--- config.mk ---
export PLATFORM = sky130hd
export DESIGN_NAME = dmem_arbiter
export DESIGN_NICKNAME = d
export VERILOG_FILES = /design/src/rtl/dmem_arbiter.sv
export SDC_FILE = /design/constraint.sdc
export NUM_CORES = 1
export LEC_CHECK = 0
export CORE_ASPECT_RATIO = 0.75
export CORE_UTILIZATION = 43
export DETAILED_ROUTE_END_ITERATION = 8
export PLACE_DENSITY_LB_ADDON = 0.2
export SLEW_MARGIN = 15
export SYNTH_ARGS = -nofsm -noshare
export SYNTH_HDL_FRONTEND = slang
export SYNTH_SLANG_ARGS = --single-unit
--- constraint.sdc ---
create_clock -name clk -period 5.2 [get_ports clk]
set_clock_uncertainty 0.1 [all_clocks]
set_input_delay 0.52 -clock clk [delete_from_list [all_inputs] [get_ports clk]]
set_output_delay 0.52 -clock clk [all_outputs]
set_load 0.01 [all_outputs]
--- src/rtl/dmem_arbiter.sv ---
// rtl/dmem_arbiter.sv - two-port data memory arbiter with a four-state access sequencer
module dmem_arbiter #(
    parameter bit RR_EN = 1'b1
) (
    input  logic        clk,
    input  logic        rst_n,
    input  logic        p0_req,
    input  logic        p0_we,
    input  logic [31:0] p0_addr,
    input  logic [31:0] p0_wdata,
    input  logic [3:0]  p0_sign_mask,
    output logic        p0_gnt,
    output logic        p0_done,
    output logic [31:0] p0_rdata,
    input  logic        p1_req,
    input  logic        p1_we,
    input  logic [31:0] p1_addr,
    input  logic [31:0] p1_wdata,
    input  logic [3:0]  p1_sign_mask,
    output logic        p1_gnt,
    output logic        p1_done,
    output logic [31:0] p1_rdata,
    output logic [31:0] mem_addr,
    output logic [31:0] mem_write_data,
    output logic [3:0]  mem_sign_mask,
    output logic        mem_memread,
    output logic        mem_memwrite,
    input  logic [31:0] mem_read_data,
    output logic        busy
);

    typedef enum logic [1:0] {IDLE, ADDR, ACCESS, RESP} state_t;

    state_t      state;
    logic        cap_we;
    logic        cap_port;
    logic        last_port;
    logic [31:0] cap_addr;
    logic [31:0] cap_wdata;
    logic [3:0]  cap_mask;
    logic        pick_p1;
    logic        idle_ok;

    // Port 1 wins when alone, or on a tie when round-robin says port 0 went last.
    always_comb begin
        pick_p1 = p1_req && (!p0_req || (RR_EN && !last_port));
        idle_ok = rst_n && (state == IDLE);
        p0_gnt  = idle_ok && p0_req && !pick_p1;
        p1_gnt  = idle_ok && pick_p1;
    end

    assign mem_addr       = cap_addr;
    assign mem_write_data = cap_wdata;
    assign mem_sign_mask  = cap_mask;

    always_ff @(posedge clk or negedge rst_n) begin
        if (!rst_n) begin
            state        <= IDLE;
            cap_we       <= 1'b0;
            cap_port     <= 1'b0;
            last_port    <= 1'b1;
            cap_addr     <= 32'h0;
            cap_wdata    <= 32'h0;
            cap_mask     <= 4'h0;
            mem_memread  <= 1'b0;
            mem_memwrite <= 1'b0;
            p0_done      <= 1'b0;
            p1_done      <= 1'b0;
            p0_rdata     <= 32'h0;
            p1_rdata     <= 32'h0;
            busy         <= 1'b0;
        end else begin
            p0_done <= 1'b0;
            p1_done <= 1'b0;
            case (state)
                IDLE: begin
                    if (p0_gnt || p1_gnt) begin
                        cap_we    <= p1_gnt ? p1_we : p0_we;
                        cap_addr  <= p1_gnt ? p1_addr : p0_addr;
                        cap_wdata <= p1_gnt ? p1_wdata : p0_wdata;
                        cap_mask  <= p1_gnt ? p1_sign_mask : p0_sign_mask;
                        cap_port  <= p1_gnt;
                        last_port <= p1_gnt;
                        busy      <= 1'b1;
                        state     <= ADDR;
                    end
                end
                ADDR: begin
                    mem_memread  <= !cap_we;
                    mem_memwrite <= cap_we;
                    state        <= ACCESS;
                end
                ACCESS: begin
                    mem_memread  <= 1'b0;
                    mem_memwrite <= 1'b0;
                    state        <= RESP;
                end
                RESP: begin
                    busy  <= 1'b0;
                    state <= IDLE;
                    if (cap_port) begin
                        p1_done <= 1'b1;
                        if (!cap_we) p1_rdata <= mem_read_data;
                    end else begin
                        p0_done <= 1'b1;
                        if (!cap_we) p0_rdata <= mem_read_data;
                    end
                end
                default: state <= IDLE;
            endcase
        end
    end

endmodule

* Yosys cells after proc, flatten, opt, wreduce, memory -nomap -nowiden
Cells that the tools add are included.
** Word-level totals
- Bits in registers :: 142
- Input bits :: 174
- Output and inout port bits :: 139
- Logic and storage cells :: 52
** Operators by class
- Equality and inequality tests :: 4
- Multiplexer cells :: 14
- Bitwise logic cells :: 2
- Reductions and logical operators :: 18
** Operators by type and width (number)
- 2-to-1 mux 32 bit :: 2
- case mux 2 bit (4 select lines) :: 1
- 2-to-1 mux 1 bit :: 6
- case mux 1 bit (2 select lines) :: 3
- AND reduction 3 bit :: 2
- logical AND 1 bit :: 5
- == test 2 bit (second input constant) :: 2
- zero test 1 bit :: 4
- 2-to-1 mux 4 bit :: 1
- AND reduction 2 bit :: 2
- nonzero test 2 bit :: 2
- == test 2 x 1 -> 1 bit (second input constant) :: 1
- zero test 2 bit :: 1
- logical OR 1 bit :: 2
- 2-to-1 mux 2 bit :: 1
- != test 2 x 1 -> 1 bit (second input constant) :: 1
- NOT 1 bit :: 2

* Longest topological paths before layout
Gate-level depths: netlist of run 1.
- Word-level depth :: 8
- Depth in mapped cells :: 6

* Worst setup path after synthesis of run 1
Ideal clock, no wire load.
- Path kind :: flip-flop to output port
- From :: register state[0]
- To :: output p1_gnt
- Data arrival time :: 1.333 ns
- Required time :: 4.580 ns
- Path slack :: 3.247 ns
- Stages on the path, launching flop included :: 6
- Buffers on the path :: 1
- Cells stage by stage :: dfrtp_1 -> inv_1 -> ha_1 -> nand3_1 -> a21oi_4 -> buf_6
** On the way
- Cells in the longest elaborated chain, start to end :: 3
** RTL lines
- from (decl) :: RTL line 34 : state_t state;
- from (signal assigned) :: RTL line 58 : state <= IDLE;
- from (signal assigned) :: RTL line 85 : state <= ADDR;
- from (signal assigned) :: RTL line 91 : state <= ACCESS;
- zero test 2 bit :: RTL line 47 : idle_ok = rst_n && (state == IDLE);
- logical AND 1 bit :: RTL line 47
- logical AND 1 bit :: RTL line 49 : p1_gnt = idle_ok && pick_p1;
- to (decl) :: RTL line 20 : output logic p1_gnt,
No other way between the ends.

* Worst setup path after layout of run 1
Ends and elaborated chain as after synthesis.

==> key figures, run 1 <==
Final layout
  • Register Area: 3550 um2
  • Fin nets: about 900
  • Area of the multi-input gates: 2080 um2
  • Layout cells sized above 1: 0.139
  • Ant diodes: 0
  • Most frequent cells in the layout: clkdlybuf4s50_1, dfrtp_1, a221o_1
  • Non-Filler Instances: 893
  • Fillcell total: 880
  • Area Growth Syn to Fin: 63.6%
  • Most common cell after layout, fill and taps aside: clkdlybuf4s50_1

Setup path
  • Crit end category: output port
  • Setup crit start kind: flip-flop
  • CP required: 4580 ps
  • Kind of critical path: flip-flop to output port
  • Worst-path fanout max: 4
  • WP data arrival: roughly 2200 ps

Timing
  • Count of final setup violators: 0
  • Final TNS setup: 0 ps
  • Final period util: 0.543
  • Min cycle time layout: roughly 2800 ps
  • Relative slew slack: 0.432
  • Fmax: 0.354 GHz
  • Fin. max-slew vios: 0
  • RSZ-0062 raised after global routing: no
  • Slew @ Worst Pin: 852 ps
  • Final hold viol count: 0

Pwr
  • Switching power: 1.71 mW
  • Sw frac: 0.299
  • Leakage: about 4 nW
  • Pwr Density: 593 nW/um2
  • Peak VDD IR: 356 uV
  • Sequential Power Share: 0.338
  • Clock power share: 0.216
  • Internal power: 4.01 mW
  • Comb pwr share: 0.446

Synthesis
  • Sequential area share after synthesis: 0.604
  • Post-Synth Simple-Gate Area: 0.0854
  • Proportion of synthesized area in mux cells: 0.128
  • Syn Std Cell Area: 5890 um2
  • Syn. warnings: 0
  • Xor/xnor share of the synthesized area: 0
  • Synthesized Nets: 581
  • Largest family of logic cells by synthesized area: compound AO/OA/AOI/OAI gates
  • Post-Synth Adder-Cell Area: 0.00850
  • Yosys reg bits: 142
  • Post-synth ARST share: 1.00
  • Main synth FF type: dfrtp_1
  • Cells after synthesis: 403
  • Compound-Gate Fraction of Synth Area: 0.129
  • Syn avg cell area: approximately 15 um2
  • Synth cell types: 27
  • Post-synth EDFFs: 0

GRT
  • GRT Total Usage: 0.232
  • Pin count of the biggest net entering global routing: 79
  • Initial antenna violation count: 0
  • Vias in the first global route: 4616
  • GRT overflow: 0
  • First-pass GRT wire length: about 25 mm

Detailed routing
  • Antenna Nets Post-Route: 0
  • Via density: 5.16
  • Wire length per cell: about 19 um
  • Final wirelength: 16.8 mm
  • Drt pass-1 iters: 4
  • Via count: 4605
  • # DRC: 0
  • Initial DRC Count: around 200

Floorplanning
  • I/O pin total: about 310
  • Initial Util: 0.448
  • Core ar.: 13200 um2
  • Die ar.: 14200 um2
  • Die Ht: 103 um
  • Die W: 137 um
  • Rows: 36

Clocking
  • CTS sink count: 142
  • Cts hold-fix bufs: 0
  • Worst skew pair latency: 400 ps
  • Clk root buf: clkbuf_16
  • Postcts setup bufs: 0
  • CTS resizes: 0
  • CTS Buf Count: 17
  • Max Buffers Root-to-Sink: 2
  • Clock transition at the registers of the reported paths: 60 ps
  • H-Tree Depth: 4
  • CTS tree: done

Place
  • I/O Buffers: 312
  • Cell Count Post-Placement: between 800 and 900
  • Final Wtd Congestion: 0.817
  • Post-DP HPWL: roughly 12 mm

Worst hold path
  • Hold Crit Class: input pin to asynchronous set/reset pin

Job
  • MaxCap Viol Count: 0

Run status
  • Status: completed
==> layout make-up <==
class,instances,share of cell area
clock inverter,10,0.0143
multi-input combinational,228,0.215
clock buffer,20,0.0484
timing repair buffer,318,0.329
inverter,4,0.00156
tap,171,0.0222
sequential,142,0.369
==> metal layers <==
| layer | routed length (um) | global-route usage |
|---|---|---|
| met5 | 0 | 0 |
| met4 | 547 | 0.107 |
| met3 | 1090 | 0.0653 |
| met2 | 8530 | 0.404 |
| met1 | 6590 | 0.269 |
==> path summary, 6_finish.rpt <==
check	start	end	slack, ps	cells past startpoint
max	state[0]$_DFFE_PN0P_	p1_gnt	2380	5
min	rst_n	mem_write_data[9]$_DFFE_PN0P_	40	1
max reg2reg	state[0]$_DFFE_PN0P_	mem_addr[8]$_DFFE_PN0P_	2850	6
min reg2reg	p1_rdata[31]$_DFFE_PN0P_	p1_rdata[31]$_DFFE_PN0P_	390	1
max in group asynchronous	rst_n	mem_sign_mask[3]$_DFFE_PN0P_	3600	2
min in group clk	p1_rdata[31]$_DFFE_PN0P_	p1_rdata[31]$_DFFE_PN0P_	390	1
==> power by group through the flow <==
stage	logic (mW)	clock network (mW)	registers, mW
after floorplan	0.937	0	2.16
after global placement	2.51	0	1.92
after detailed placement	2.57	0	1.94
after CTS	2.58	1.26	1.94
after global routing	2.72	1.31	2.00
final	2.55	1.24	1.93
==> sequential cells by signal, indices dropped and copies added, names as in the netlist, 2 cells and up <==
register / cells
mem_sign_mask: 4
mem_addr: 32
p1_rdata: 32
p0_rdata: 32
state: 2
mem_write_data: 32
==> worst max-delay path, stage by stage (launching register included) <==
cell and delay, ps:
dfrtp_1 380, inv_1 120, ha_1 330, nand3_1 200
a21oi_4 210, clkdlybuf4s50_1 560
==> Yosys cell counts (2+ instances only) <==
| cell type | number | area [um2] |
|---|---|---|
| mux2_1 | 10 | 113 |
| nand2_1 | 2 | 7.51 |
| o21ai_0 | 2 | 10.0 |
| buf_6 | 17 | 191 |
| nor2_1 | 2 | 7.51 |
| dfrtp_1 | 141 | 3530 |
| nor2b_1 | 2 | 12.5 |
| inv_1 | 4 | 15.0 |
| a221o_1 | 69 | 691 |
| ha_1 | 4 | 50.1 |
| and2_0 | 53 | 332 |
| and2_1 | 17 | 106 |
| mux2_2 | 56 | 631 |
| buf_2 | 11 | 55.1 |
==> logic make-up after synthesis <==
group | count (synthesis)
buffers and inverters | 33
AND/OR/NAND/NOR | 81
adder cells (fa/ha/maj) | 4
multiplexers | 67
flip-flops | 142
AO/OA/AOI/OAI | 76
==> through the flow <==
stage / power, mW / hold slack (ps) / util / area, um2 / setup WS [ps]
6_report: 5.72 / 43.3 / 0.732 / 9630 / 2380
5_1_grt: 6.03 / 89.5 / 0.732 / 9630 / 2240
4_1_cts: 5.78 / 63.4 / 0.732 / 9630 / 2330
3_5_place_dp: 4.51 / 384 / 0.686 / 9030 / 2210
3_3_place_gp: 4.43 / 369 / 0.686 / 9030 / 2300
2_1_floorplan: 3.09 / 124 / - / 5890 / 3250
Note: power is estimated with default switching activity, not from simulation.
==> inputs of run 2 (changes only) <==
--- a/config.mk
+++ b/config.mk
@@ -6,7 +6,7 @@
 export NUM_CORES = 1
 export LEC_CHECK = 0
 export CORE_ASPECT_RATIO = 0.75
-export CORE_UTILIZATION = 43
+export CORE_UTILIZATION = 40
 export DETAILED_ROUTE_END_ITERATION = 8
 export PLACE_DENSITY_LB_ADDON = 0.2
 export SLEW_MARGIN = 15
==> constraint.sdc (replaced) <==
create_clock -name clk -period 2.65 [get_ports clk]
set_clock_uncertainty 0.1 [all_clocks]
set_input_delay 0.265 -clock clk [delete_from_list [all_inputs] [get_ports clk]]
set_output_delay 0.265 -clock clk [all_outputs]
set_load 0.01 [all_outputs]
==> key figures, run 2 (synthesis results as in run 1) <==
Floorplanning
  • Die Ht: 107 um (+3.6%)
  • Die ar.: 15200 um2 (+7.4%)
  • Initial Util: 0.420 (-0.0279)
  • Core ar.: 14000 um2 (+6.6%)
  • Die W: 142 um (+3.6%)
  • Rows: 37 (+2.8%)
  • I/O pin total: 313 (unchanged)

Pwr
  • Comb pwr share: 0.448 (+0.002)
  • Leakage: 3.99 nW (-0.26%)
  • Internal power: 7.72 mW (+93%)
  • Clock power share: 0.211 (-0.005)
  • Sequential Power Share: 0.342 (+0.004)
  • Pwr Density: 1150 nW/um2 (+94%)
  • Peak VDD IR: 736 uV (+110%)
  • Sw frac: 0.306 (+0.00743)
  • Switching power: 3.41 mW (+100%)

Detailed routing
  • Antenna Nets Post-Route: 0 (unchanged)
  • Initial DRC Count: 227 (+12%)
  • # DRC: 0 (unchanged)
  • Drt pass-1 iters: 4 (unchanged)
  • Via count: 4638 (+0.72%)
  • Via density: 5.04 (-2.2%)
  • Final wirelength: 17.3 mm (+3.1%)
  • Wire length per cell: 18.8 um (about the same)

Setup path
  • Crit end category: output port
  • WP data arrival: 2130 ps (-70 ps)
  • Worst-path fanout max: 4 (unchanged)
  • Slowest CP cell: clkdlybuf4s50_1
  • Max incr delay on CP: 600 ps (+40 ps)
  • Kind of critical path: flip-flop to output port
  • Setup crit start kind: flip-flop
  • Reg-to-Reg Start: state[0]$_DFFE_PN0P_
  • CP required: 2290 ps (-2290 ps)
  • Worst Setup SP: state[0]$_DFFE_PN0P_
  • Crit path cell chain: inv_1, ha_1, nand3_1, a21oi_4, clkdlybuf4s50_1

Final layout
  • Register Area: 3550 um2 (unchanged)
  • Fillcell total: 1020 (+16%)
  • Ant diodes: 0 (unchanged)
  • Most frequent cells in the layout: clkdlybuf4s50_1, dfrtp_1, a221o_1
  • Area Growth Syn to Fin: 64.4%
  • Area of the multi-input gates: 2080 um2 (unchanged)
  • Layout cells sized above 1: 0.141 (+0.00219)
  • Fin nets: 890 (+0.11%)
  • Fin util: 0.690 (-0.0425)
  • Most common cell after layout, fill and taps aside: clkdlybuf4s50_1

GRT
  • Initial antenna violation count: 0 (unchanged)
  • First-pass GRT wire length: 26.8 mm (+9.2%)
  • M2 GR Usage: 0.404 (about the same)
  • Met3 Track Usage GR: 0.0728 (+0.00750)
  • GRT overflow: 0 (unchanged)
  • GRT Total Usage: 0.231 (-0.000895)
  • Grt met1 use: 0.264 (-0.00537)
  • GR peak layer: met2
  • Vias in the first global route: 4972 (+7.7%)
  • Pin count of the biggest net entering global routing: 143 (+81%)

Clocking
  • CTS tree: done
  • Clk root buf: clkbuf_16
  • Clock transition at the registers of the reported paths: 60 ps (about the same)
  • Postcts setup bufs: 0 (unchanged)
  • Max Buffers Root-to-Sink: 2 (unchanged)
  • H-Tree Depth: 4 (unchanged)
  • CTS Buf Count: 17 (unchanged)
  • Cts hold-fix bufs: 1 (+1)
  • CTS sink count: 142 (unchanged)
  • Worst skew pair latency: 410 ps (about the same)
  • CTS resizes: 0 (unchanged)

Worst hold path
  • Hold Crit Class: input pin to flip-flop
  • Hold_sp: p0_wdata[30]

Timing
  • Final hold viol count: 0 (unchanged)
  • RSZ-0062 raised after global routing: no
  • Final TNS setup: 0 ps (unchanged)
  • Relative slew slack: 0.478 (+0.0465)
  • Min cycle time layout: 2500 ps
  • Fin. max-slew vios: 0 (unchanged)
  • Fmax: 0.400 GHz
  • Slew @ Worst Pin: 782 ps (-69.8 ps)
  • Count of final setup violators: 0 (unchanged)
  • Final period util: 0.942

Job
  • MaxCap Viol Count: 0 (unchanged)

Place
  • Final Wtd Congestion: 0.804 (-1.7%)
  • I/O Buffers: 312 (unchanged)
  • Post-DP HPWL: 12.2 mm (+0.16%)

Run status
  • Status: completed
## run 2: cell types whose count changed in the layout (fill, tap and decap cells not counted), moves of 2 or more
cell	delta
inv_6	+3
clkbuf_8	-3
buf_12	+2
buf_4	-2
clkinvlp_4	+4
## run 2: final timing paths
kind	to	slack (ps)	depth (start not counted)
hold reg to reg	p0_done$_DFF_PN0_	370	1
setup / recovery	p1_gnt	150	5
max in group asynchronous	mem_addr[10]$_DFFE_PN0P_	1370	3
hold / removal	mem_write_data[30]$_DFFE_PN0P_	360	2
setup reg to reg	mem_write_data[29]$_DFFE_PN0P_	410	6
min in group asynchronous	mem_sign_mask[3]$_DFFE_PN0P_	500	3
## run 2: area by class of cell
| type | instances | area share |
|---|---|---|
| clock inverters | 15 | 0.0164 |
| inverters | 4 | 0.00155 |
| flip-flops and latches | 142 | 0.367 |
| well taps | 195 | 0.0252 |
| multi-input cells | 228 | 0.214 |
| repair buffers | 319 | 0.331 |
| clock buffers | 17 | 0.0440 |
## run 2: metrics by stage
stage	instance area [um2]	setup WS [ps]	cells	total power [mW]	hold WS, ps
3_5_place_dp	9080	351	887	8.84	370
5_1_grt	9680	42.5	920	11.7	346
6_report	9680	153	920	11.1	359
3_3_place_gp	9080	411	887	8.68	365
2_1_floorplan	5890	952	403	6.07	-131
4_1_cts	9680	113	920	11.2	340
## run 2: critical path: cells and delay by family, from the launching register on
kind | cells | cell delay (ps)
adder cells (fa/ha/maj) | 1 | 290
flip-flops | 1 | 380
AND/OR/NAND/NOR | 1 | 170
buffers and inverters | 2 | 720
AO/OA/AOI/OAI | 1 | 160
## run 2: per-layer routing
layer	wire [um]	part of all wire	up-vias
met4	381	0.022	0
met2	8840	0.51	185
met5	0	0	-
met3	1280	0.074	29
met1	6770	0.39	2314
li1	-	-	2110
## run 2: power by group through the flow
stage | Clock, mW | Sequential (mW) | Combinational [mW]
after global placement | 0 | 3.78 | 4.90
after detailed placement | 0 | 3.81 | 5.03
after global routing | 2.48 | 3.93 | 5.30
after CTS | 2.38 | 3.81 | 5.05
final | 2.34 | 3.80 | 4.98
after floorplan | 0 | 4.23 | 1.84
==> inputs of run 3 (changes only) <==
--- a/config.mk
+++ b/config.mk
@@ -9,7 +9,8 @@
 export CORE_UTILIZATION = 40
 export DETAILED_ROUTE_END_ITERATION = 8
 export PLACE_DENSITY_LB_ADDON = 0.2
-export SLEW_MARGIN = 15
+export REMOVE_ABC_BUFFERS = 1
+export SLEW_MARGIN = 20
 export SYNTH_ARGS = -nofsm -noshare
 export SYNTH_HDL_FRONTEND = slang
 export SYNTH_SLANG_ARGS = --single-unit
==> constraint.sdc (replaced) <==
create_clock -name clk -period 2.4 [get_ports clk]
set_clock_uncertainty 0.1 [all_clocks]
set_input_delay 0.24 -clock clk [delete_from_list [all_inputs] [get_ports clk]]
set_output_delay 0.24 -clock clk [all_outputs]
set_load 0.01 [all_outputs]
==> key figures, run 3 (synthesis results as in run 1) <==
Detailed routing
  • Drt pass-1 iters: 4 (unchanged)
  • Antenna Nets Post-Route: 0 (unchanged)
  • Via count: 4659 (+0.45%)
  • Final wirelength: 17.7 mm (+2.3%)
  • Via density: 5.05 (+0.23%)
  • # DRC: 0 (unchanged)
  • Initial DRC Count: 217 (-4.4%)
  • Wire length per cell: 19.2 um (+2.1%)

Setup path
  • Worst-path fanout max: 4 (unchanged)
  • WP data arrival: 1920 ps (-210 ps)
  • Reg2Reg Depth: 6 (unchanged)
  • CP required: 2060 ps (-230 ps)
  • Setup crit start kind: flip-flop
  • Kind of critical path: flip-flop to output port
  • Crit end category: output port

GRT
  • Vias in the first global route: 5027 (+1.1%)
  • GRT overflow: 0 (unchanged)
  • Pin count of the biggest net entering global routing: 142 (-0.70%)
  • Initial antenna violation count: 0 (unchanged)
  • GRT Total Usage: 0.237 (+0.00576)
  • First-pass GRT wire length: 27.4 mm (+2.4%)

Final layout
  • Non-Filler Instances: 922 (+0.22%)
  • Layout cells sized above 1: 0.140 (-0.000387)
  • Ant diodes: 0 (unchanged)
  • Fin nets: 892 (+0.22%)
  • Fin util: 0.696 (+0.00589)
  • Register Area: 3550 um2 (unchanged)
  • Fillcell total: 1035 (+1.5%)
  • Area of the multi-input gates: 2080 um2 (unchanged)
  • Final instance area: 9760 um2 (+0.85%)
  • Most common cell after layout, fill and taps aside: clkdlybuf4s50_1
  • Most frequent cells in the layout: clkdlybuf4s50_1, dfrtp_1, a221o_1
  • Area Growth Syn to Fin: 65.8%

Timing
  • Fmax: between 0.4 and 0.5 GHz
  • Min cycle time layout: 2260 ps
  • Relative slew slack: 0.488 (+0.00948)
  • Hold Slack: 311 ps (-48.2 ps)
  • Final TNS setup: 0 ps (unchanged)
  • Slew @ Worst Pin: 768 ps (-14.2 ps)
  • RSZ-0062 raised after global routing: no
  • Final hold viol count: 0 (unchanged)
  • Fin. max-slew vios: 0 (unchanged)
  • Fin worst setup slack: 139 ps (-14.0 ps)
  • Count of final setup violators: 0 (unchanged)
  • Final period util: 0.942

Clocking
  • Clk root buf: clkbuf_16
  • CTS sink count: 142 (unchanged)
  • Max Buffers Root-to-Sink: 2 (unchanged)
  • CTS tree: done
  • CTS Buf Count: 17 (unchanged)
  • Worst skew pair latency: 400 ps (about the same)
  • Clock transition at the registers of the reported paths: 60 ps (about the same)
  • H-Tree Depth: 4 (unchanged)

Floorplanning
  • Die W: 142 um (unchanged)
  • Die ar.: 15200 um2 (unchanged)
  • Initial Util: 0.420 (unchanged)
  • I/O pin total: 313 (unchanged)
  • Rows: 37 (unchanged)
  • Die Ht: 107 um (unchanged)
  • Core ar.: 14000 um2 (unchanged)

Place
  • Cell Count Post-Placement: 889 (+0.23%)
  • I/O Buffers: 312 (unchanged)
  • Final Wtd Congestion: 0.889 (+11%)
  • Post-DP HPWL: 12.5 mm (+2.3%)
  • DP Worst Slack: 175 ps (-175 ps)
  • Placed inst area: 9140 um2 (+0.58%)

Worst hold path
  • Hold Crit Class: input pin to asynchronous set/reset pin

Pwr
  • Pwr Density: 1280 nW/um2 (+11%)
  • Leakage: 4.04 nW (+1.3%)
  • Total power: 12.5 mW (+12%)
  • Peak VDD IR: 632 uV (-14%)

Run status
  • Status: completed

Job
  • MaxCap Viol Count: 0 (unchanged)
==> run 3: path summary, 6_finish.rpt <==
kind	startpoint	end	slack (ps)
min in group clk	p0_sign_mask[0]	mem_sign_mask[0]$_DFFE_PN0P_	340
worst min register to register	cap_port$_DFFE_PN0P_	p0_done$_DFF_PN0_	380
worst max register to register	state[0]$_DFFE_PN0P_	mem_write_data[19]$_DFFE_PN0P_	230
worst min-delay path	rst_n	last_port$_DFFE_PN1P_	310
max in group asynchronous	rst_n	mem_addr[26]$_DFFE_PN0P_	1100
worst max-delay path	state[0]$_DFFE_PN0P_	p1_gnt	140
==> run 3: final cells by class <==
type / instances / share of cell area
inverters: 4 / 0.00154
multi-input cells: 228 / 0.213
clock buffers: 21 / 0.0472
clock inverters: 11 / 0.0160
repair buffers: 321 / 0.333
flip-flops and latches: 142 / 0.364
well taps: 195 / 0.0250
==> run 3: routing by layer <==
layer  routed length, um  up-vias  global-route usage
met5                   0        -                   0
met2                9060      192               0.399
met4                 461        0               0.107
met1                7130     2317               0.288
met3                1010       30              0.0598
li1                    -     2120                   -
==> run 3: timing repair <==
action                                  CTS  global route
endpoints found under the setup margin    2             0
resized for setup                         2             0
hold endpoints to repair                142             0
setup buffers                             0             0
hold buffers                              1             0
==> run 3: power by group <==
part	internal, mW	total, mW	switching, mW	leakage (nW)
Combinational	3.45	5.57	2.13	2.03
Clock	1.70	2.72	1.02	0.290
Sequential	3.57	4.21	0.635	1.72
==> run 3: worst max-delay path: stages, from the launching register on <==
cell	delay, ps
dfrtp_1	380
inv_1	130
ha_1	290
nand3_1	170
a21oi_4	210
dlygate4sd2_1	350
